`src/rtl/rs_pkg.sv`:
```
// Shared types and constants for the ALU reservation station.
// Also the ALU op encodings used by the functional unit.
package rs_pkg;

    localparam int RS_REG_SIZE  = 32;
    localparam int RS_NUM_TAGS  = 64;
    localparam int RS_TAG_W     = $clog2(RS_NUM_TAGS);
    localparam int RS_ROB_SIZE  = 64;
    localparam int RS_ROB_W     = $clog2(RS_ROB_SIZE);
    localparam int RS_DEPTH_DEF = 8;

    localparam logic [3:0] ALU_ADD = 4'b0000;
    localparam logic [3:0] ALU_SUB = 4'b0001;
    localparam logic [3:0] ALU_XOR = 4'b1000;
    localparam logic [3:0] ALU_AND = 4'b1110;
    localparam logic [3:0] ALU_SLL = 4'b0010;
    localparam logic [3:0] ALU_SRL = 4'b1010;
    localparam logic [3:0] ALU_SRA = 4'b1011;

    typedef struct packed {
        logic [RS_REG_SIZE-1:0] val;
        logic [RS_TAG_W-1:0]    tag;
        logic                   rdy;
    } rs_src_t;

    typedef struct packed {
        logic                   valid;
        logic [3:0]             op;
        rs_src_t                src1;
        rs_src_t                src2;
        logic [RS_TAG_W-1:0]    rd_tag;
        logic [RS_ROB_W-1:0]    rob_index;
    } rs_entry_t;

    // A waiting source captures a matching CDB broadcast.
    function automatic rs_src_t rs_wake(
        rs_src_t                s,
        logic                   cv,
        logic [RS_TAG_W-1:0]    ct,
        logic [RS_REG_SIZE-1:0] cval
    );
        rs_src_t r;
        r = s;
        if (cv && !s.rdy && (s.tag == ct)) begin
            r.val = cval;
            r.rdy = 1'b1;
        end
        return r;
    endfunction

endpackage

```
`src/rtl/rs_pick_lowest.sv`:
```
// Priority encoder: reports whether any request bit is set
// and the index of the lowest one.
module rs_pick_lowest #(
    parameter int N = 8,
    parameter int W = $clog2(N)
) (
    input  logic [N-1:0] req,
    output logic         found,
    output logic [W-1:0] idx
);

    always_comb begin
        found = 1'b0;
        idx   = '0;
        for (int i = N - 1; i >= 0; i--) begin
            if (req[i]) begin
                found = 1'b1;
                idx   = W'(i);
            end
        end
    end

endmodule

```
`src/rtl/alu_reservation_station.sv`:
```
// ALU reservation station: holds dispatched ops until both operands
// are ready, snoops the CDB, and issues the lowest ready entry.
module alu_reservation_station
    import rs_pkg::*;
#(
    parameter int REG_SIZE      = RS_REG_SIZE,
    parameter int NUM_TAGS      = RS_NUM_TAGS,
    parameter int NUM_TAGS_LOG2 = $clog2(NUM_TAGS),
    parameter int ROB_SIZE      = RS_ROB_SIZE,
    parameter int ROB_SIZE_LOG2 = $clog2(ROB_SIZE),
    parameter int RS_DEPTH      = RS_DEPTH_DEF,
    parameter int IDX_W         = $clog2(RS_DEPTH),
    parameter int OCC_W         = IDX_W + 1
) (
    input  logic                     clk,
    input  logic                     rst,
    input  logic                     flush,
    input  logic                     disp_valid,
    output logic                     disp_ready,
    input  logic [3:0]               disp_op,
    input  logic [REG_SIZE-1:0]      disp_src1_val,
    input  logic [REG_SIZE-1:0]      disp_src2_val,
    input  logic [NUM_TAGS_LOG2-1:0] disp_src1_tag,
    input  logic [NUM_TAGS_LOG2-1:0] disp_src2_tag,
    input  logic                     disp_src1_rdy,
    input  logic                     disp_src2_rdy,
    input  logic [NUM_TAGS_LOG2-1:0] disp_rd_tag,
    input  logic [ROB_SIZE_LOG2-1:0] disp_rob_index,
    input  logic                     cdb_valid,
    input  logic [NUM_TAGS_LOG2-1:0] cdb_tag,
    input  logic [REG_SIZE-1:0]      cdb_value,
    output logic                     iss_valid,
    output logic [3:0]               iss_op,
    output logic [REG_SIZE-1:0]      iss_rs1,
    output logic [REG_SIZE-1:0]      iss_rs2,
    output logic [NUM_TAGS_LOG2-1:0] iss_tag,
    output logic [ROB_SIZE_LOG2-1:0] iss_rob_index,
    output logic [OCC_W-1:0]         occupancy
);

    rs_entry_t            entries_q [RS_DEPTH];
    rs_entry_t            entries_d [RS_DEPTH];
    logic [OCC_W-1:0]     occ_q;
    logic [OCC_W-1:0]     occ_d;

    logic [RS_DEPTH-1:0]  free_vec;
    logic [RS_DEPTH-1:0]  rdy_vec;
    logic                 free_found;
    logic                 sel_found;
    logic [IDX_W-1:0]     free_idx;
    logic [IDX_W-1:0]     sel_idx;
    logic                 do_disp;
    rs_src_t              in_src1;
    rs_src_t              in_src2;
    rs_entry_t            new_entry;

    always_comb begin
        free_vec = '0;
        rdy_vec  = '0;
        for (int i = 0; i < RS_DEPTH; i++) begin
            free_vec[i] = !entries_q[i].valid;
            rdy_vec[i]  = entries_q[i].valid
                        & entries_q[i].src1.rdy
                        & entries_q[i].src2.rdy;
        end
    end

    rs_pick_lowest #(.N(RS_DEPTH), .W(IDX_W)) u_pick_free (
        .req   (free_vec),
        .found (free_found),
        .idx   (free_idx)
    );

    rs_pick_lowest #(.N(RS_DEPTH), .W(IDX_W)) u_pick_ready (
        .req   (rdy_vec),
        .found (sel_found),
        .idx   (sel_idx)
    );

    assign disp_ready = (occ_q != OCC_W'(RS_DEPTH));
    assign occupancy  = occ_q;
    assign do_disp    = disp_valid & disp_ready & free_found & !flush;

    // Incoming sources can be satisfied by the broadcast on the same edge.
    always_comb begin
        in_src1     = '0;
        in_src2     = '0;
        new_entry   = '0;
        in_src1.val = disp_src1_val;
        in_src1.tag = disp_src1_tag;
        in_src1.rdy = disp_src1_rdy;
        in_src2.val = disp_src2_val;
        in_src2.tag = disp_src2_tag;
        in_src2.rdy = disp_src2_rdy;
        new_entry.valid     = 1'b1;
        new_entry.op        = disp_op;
        new_entry.src1      = rs_wake(in_src1, cdb_valid, cdb_tag, cdb_value);
        new_entry.src2      = rs_wake(in_src2, cdb_valid, cdb_tag, cdb_value);
        new_entry.rd_tag    = disp_rd_tag;
        new_entry.rob_index = disp_rob_index;
    end

    always_comb begin
        entries_d = entries_q;
        occ_d     = occ_q;
        if (flush) begin
            for (int i = 0; i < RS_DEPTH; i++) begin
                entries_d[i].valid = 1'b0;
            end
            occ_d = '0;
        end else begin
            for (int i = 0; i < RS_DEPTH; i++) begin
                if (entries_q[i].valid) begin
                    entries_d[i].src1 = rs_wake(entries_q[i].src1,
                                                cdb_valid, cdb_tag, cdb_value);
                    entries_d[i].src2 = rs_wake(entries_q[i].src2,
                                                cdb_valid, cdb_tag, cdb_value);
                end
            end
            // Free slot comes from pre-edge state, so it never aliases sel_idx.
            if (sel_found) begin
                entries_d[sel_idx].valid = 1'b0;
            end
            if (do_disp) begin
                entries_d[free_idx] = new_entry;
            end
            occ_d = occ_q + OCC_W'(do_disp) - OCC_W'(sel_found);
        end
    end

    always_comb begin
        iss_valid     = 1'b0;
        iss_op        = '0;
        iss_rs1       = '0;
        iss_rs2       = '0;
        iss_tag       = '0;
        iss_rob_index = '0;
        if (sel_found) begin
            iss_valid     = 1'b1;
            iss_op        = entries_q[sel_idx].op;
            iss_rs1       = entries_q[sel_idx].src1.val;
            iss_rs2       = entries_q[sel_idx].src2.val;
            iss_tag       = entries_q[sel_idx].rd_tag;
            iss_rob_index = entries_q[sel_idx].rob_index;
        end
    end

    always_ff @(posedge clk or negedge rst) begin
        if (!rst) begin
            for (int i = 0; i < RS_DEPTH; i++) begin
                entries_q[i] <= '0;
            end
            occ_q <= '0;
        end else begin
            entries_q <= entries_d;
            occ_q     <= occ_d;
        end
    end

endmodule

```
`config.mk`:
```
export PLATFORM = sky130hd
export DESIGN_NAME = alu_reservation_station
export DESIGN_NICKNAME = d
export VERILOG_FILES = /design/src/rtl/rs_pkg.sv /design/src/rtl/rs_pick_lowest.sv /design/src/rtl/alu_reservation_station.sv
export SDC_FILE = /design/constraint.sdc
export NUM_CORES = 2
export LEC_CHECK = 0
export BUFFER_PORTS_ARGS = -buffer_cell sky130_fd_sc_hd__buf_2
export CORE_ASPECT_RATIO = 0.9
export CORE_MARGIN = 2
export CORE_UTILIZATION = 65
export CTS_BUF_LIST = sky130_fd_sc_hd__clkbuf_2
export DETAILED_ROUTE_END_ITERATION = 12
export PLACE_DENSITY = 0.89
export SLEW_MARGIN = 10
export SYNTH_ARGS = -nofsm -noshare
export SYNTH_HDL_FRONTEND = slang
export SYNTH_HIERARCHICAL = 1
export SYNTH_SLANG_ARGS = --single-unit
export TNS_END_PERCENT = 20
```
`constraint.sdc`:
```
create_clock -name clk -period 4.75 [get_ports clk]
set_input_delay 0.2375 -clock clk [delete_from_list [all_inputs] [get_ports clk]]
set_output_delay 0.2375 -clock clk [all_outputs]
set_load 0.03 [all_outputs]
```
==> flow_summary_export.csv <==
group,metric,value,unit
status,status,"finished, violations left",
status,violations,"negative setup slack",
sta,tns,-0.141,ns
sta,max_freq,205,MHz
critical_path,cp_common_cell,"nor2b_1",
final_layout,finalInstanceArea,46100,um2
critical_path,cp.arrival,4.65,ns
drt,first_pass_iters,10,
sta,slew_viol_final,0,
grt,grt_util_all_layers,46.2,%
logic_synthesis,synth.distinct_cells,55,
power,seqPwrFrac,46.9,%
final_layout,utilization,77.2,%
critical_path,worst_ep_required_time,4.51,ns
critical_path,cp_slowest_cell,"mux4_2",
placed_design,gp_congestion,0.933,
logic_synthesis,synthFlopType,"dfrtp_1",
logic_synthesis,synth_seq_cells,764,
sta,setup_ws,-0.135,ns
clock_tree,htreeDepth,4,
logic_synthesis,ys_warn_count,6,
sta,hold_violations,0,
critical_path,cp_num_buf_inv,3,
critical_path,crit_family,"multiplexers",
critical_path,cp_cell_sequence,"and3_1 -> nor2b_1 -> o21bai_1 -> o41ai_2 -> clkbuf_8 -> buf_6 -> mux4_2 -> mux2i_1 -> nor2b_1 -> buf_2",
logic_synthesis,ys_seq_area_share,49.0,%
clock_tree,insertion_delay,1.57,ns
logic_synthesis,synth_area_per_cell,10.7,um2
power,powerDensity,395,nW/um2
critical_path,critPathLaunchType,"flip-flop",
grt,grt_max_degree,125,
floorplanning,core_region_area,59700,um2
clock_tree,cts_sinks,764,
final_layout,layout.nets,4269,
logic_synthesis,async_flop_share,100,%
power,p_leak,20.8,nW
floorplanning,core.rowCount,85,
grt,grt_pass1_wl,218000,um
sta,period_share,103,%
placed_design,dp_hpwl,73800,um
drt,wl_per_cell,28.9,um
clock_tree,cts.clk_slew.worst_paths,0.14,ns
hold_path,hold_class,"in -> async",
drt,ant_nets,0,
critical_path,end_kind,"primary output",
grt,grt_pass1_vias,37900,
power,sw_frac_of_total,36.1,%
clock_tree,root_buffer,"clkbuf_2",
grt,antenna_found_initial,3,
floorplanning,die_w,262,um
floorplanning,initial_core_util,65.5,%
drt,wirelength,146000,um
sta,setup_viol_count_final,2,
placed_design,port_buffers,222,
floorplanning,fp.dieArea,62100,um2
logic_synthesis,synth-edff-count,0,
sta,fin_crit,4.88,ns
floorplanning,io_pins,223,
final_layout,final_common_cell,"nand2_1",
sta,finClkSkew,0.134,ns
drt,drc,0,
final_layout,layout_common_cells,"nand2_1 (1063), dfrtp_1 (764), o221ai_1 (352)",
drt,viasPerCell,7.35,
final_layout,drive_gt1_share,20.8,%
power,p_clk_share,25.2,%
power,pwr-share-comb,27.9,%
drt,dr.first_iter.drc_count,7408,
power,ir_drop,301,uV
floorplanning,die_h,237,um
critical_path,max_stage_delay,0.53,ns
critical_path,path_max_fanout,19,
final_layout,area_delta_synth_final,18.0,%
sta,slew_headroom,11.2,%
clock_tree,cts_buffers,186,
placed_design,post_dp_cell_area,40600,um2
logic_synthesis,synth_nets,3782,
drt,vias,37200,
placed_design,numPlacedInstances,4359,
job,maxCapViolations,0,
sta,tightest_slew,1.33,ns
power,p_switching,0.00657,W
clock_tree,cts_tree,"built",
final_layout,finalNonFillerCells,5061,
grt,globalRouteOverflowTotal,0,
critical_path,startpoint,"entries_q[474]",
clock_tree,cts_max_path_buffers,3,
critical_path,r2r_start,"entries_q[284]",
sta,rsz0062_at_grt,"true",
critical_path,worstSetupPathType,"reg -> out",
placed_design,post-place-ws,1.21,ns
power,intPower,0.0116,W
logic_synthesis,syn_area,39100,um2
logic_synthesis,postSynthCellCount,3639,
tightest hold or removal path: stages:
cell and delay, ns:
dlygate4sd3_1 0.52, dlygate4sd3_1 0.58, buf_8 0.24, buf_12 0.40
Yosys cell counts, drive strengths merged (19+ instances only):
master	number	area share, %
mux2i	144	5.6
mux4	160	9.2
clkbuf	225	2.2
o21ai	202	2.6
a22oi	159	3.1
nor2	19	0.18
dfrtp	764	49
o221ai	352	7.9
nand2	1066	10
xor2	62	1.4
xnor2	48	1.1
buf	138	2.0
nor2b	119	1.9
final cells by class:
| cell class | count | area, um2 |
|---|---|---|
| Sequential cell | 764 | 19100 |
| Multi-Input combinational cell | 2496 | 18600 |
| Fill cell | 3386 | 13600 |
| Timing Repair Buffer | 662 | 5580 |
| Clock buffer | 260 | 1300 |
| Tap cell | 783 | 980 |
| Clock inverter | 72 | 375 |
| Inverter | 16 | 61.3 |
| Antenna cell | 8 | 20.0 |
sequential cells by signal, summed over array words and instances, names as in the netlist:
name / flops
entries_q: 760
occupancy: 4
worst paths after layout:
kind | end | slack [ns] | depth (start not counted)
setup / recovery | iss_rs2[21] | -0.13 | 10
hold / removal | entries_q[665] | 0.02 | 4
setup reg to reg | entries_q[270] | 0.16 | 10
hold reg to reg | entries_q[295] | 0.48 | 2
min in group clk | entries_q[139] | 0.07 | 4
max in group asynchronous | entries_q[405] | 4.00 | 4
metal layers:
metal	part of all wire (%)	track usage (%)	up-vias
met5	0.010	0	-
met4	9.1	32.6	2
met3	17	18.5	1292
met2	42	67.4	4115
met1	31	56.4	17500
li1	-	-	14300
power groups by stage:
| stage | Sequential [W] | Clock [W] | Combinational, W |
|---|---|---|---|
| global route | 0.00863 | 0.00487 | 0.00538 |
| global placement | 0.00847 | 0 | 0.00424 |
| floorplan | 0.00832 | 0 | 0.00317 |
| finish | 0.00854 | 0.00458 | 0.00507 |
| CTS | 0.00842 | 0.00444 | 0.00475 |
| detailed placement | 0.00852 | 0 | 0.00445 |
cells by family after synthesis:
kind of cell	count (synthesis)	synth area share, %
multiplexers	304	14.8
adder cells (fa/ha/maj)	6	0.211
AND/OR/NAND/NOR	1303	14.5
buffers and inverters	379	4.34
AO/OA/AOI/OAI	773	14.7
flip-flops	764	49.0
XOR/XNOR	110	2.47
timing repair:
item | 4_1_cts | 5_1_grt
setup endpoints to repair | 34 | 60
gates resized for setup | 13 | 25
cloned | 0 | 5
buffers inserted | 4 | 8
hold endpoints to repair | 1526 | 0
pin swaps | 1 | 0
hold buffers | 345 | 0
through the flow:
stage	power [W]	hold slack (ns)
after detailed placement	0.0130	0.413
after global placement	0.0127	0.398
after global routing	0.0189	0.0571
after CTS	0.0176	0.00160
final	0.0182	0.0204
after floorplan	0.0115	-0.0581
No activity file was read; power rests on OpenSTA's default activity.
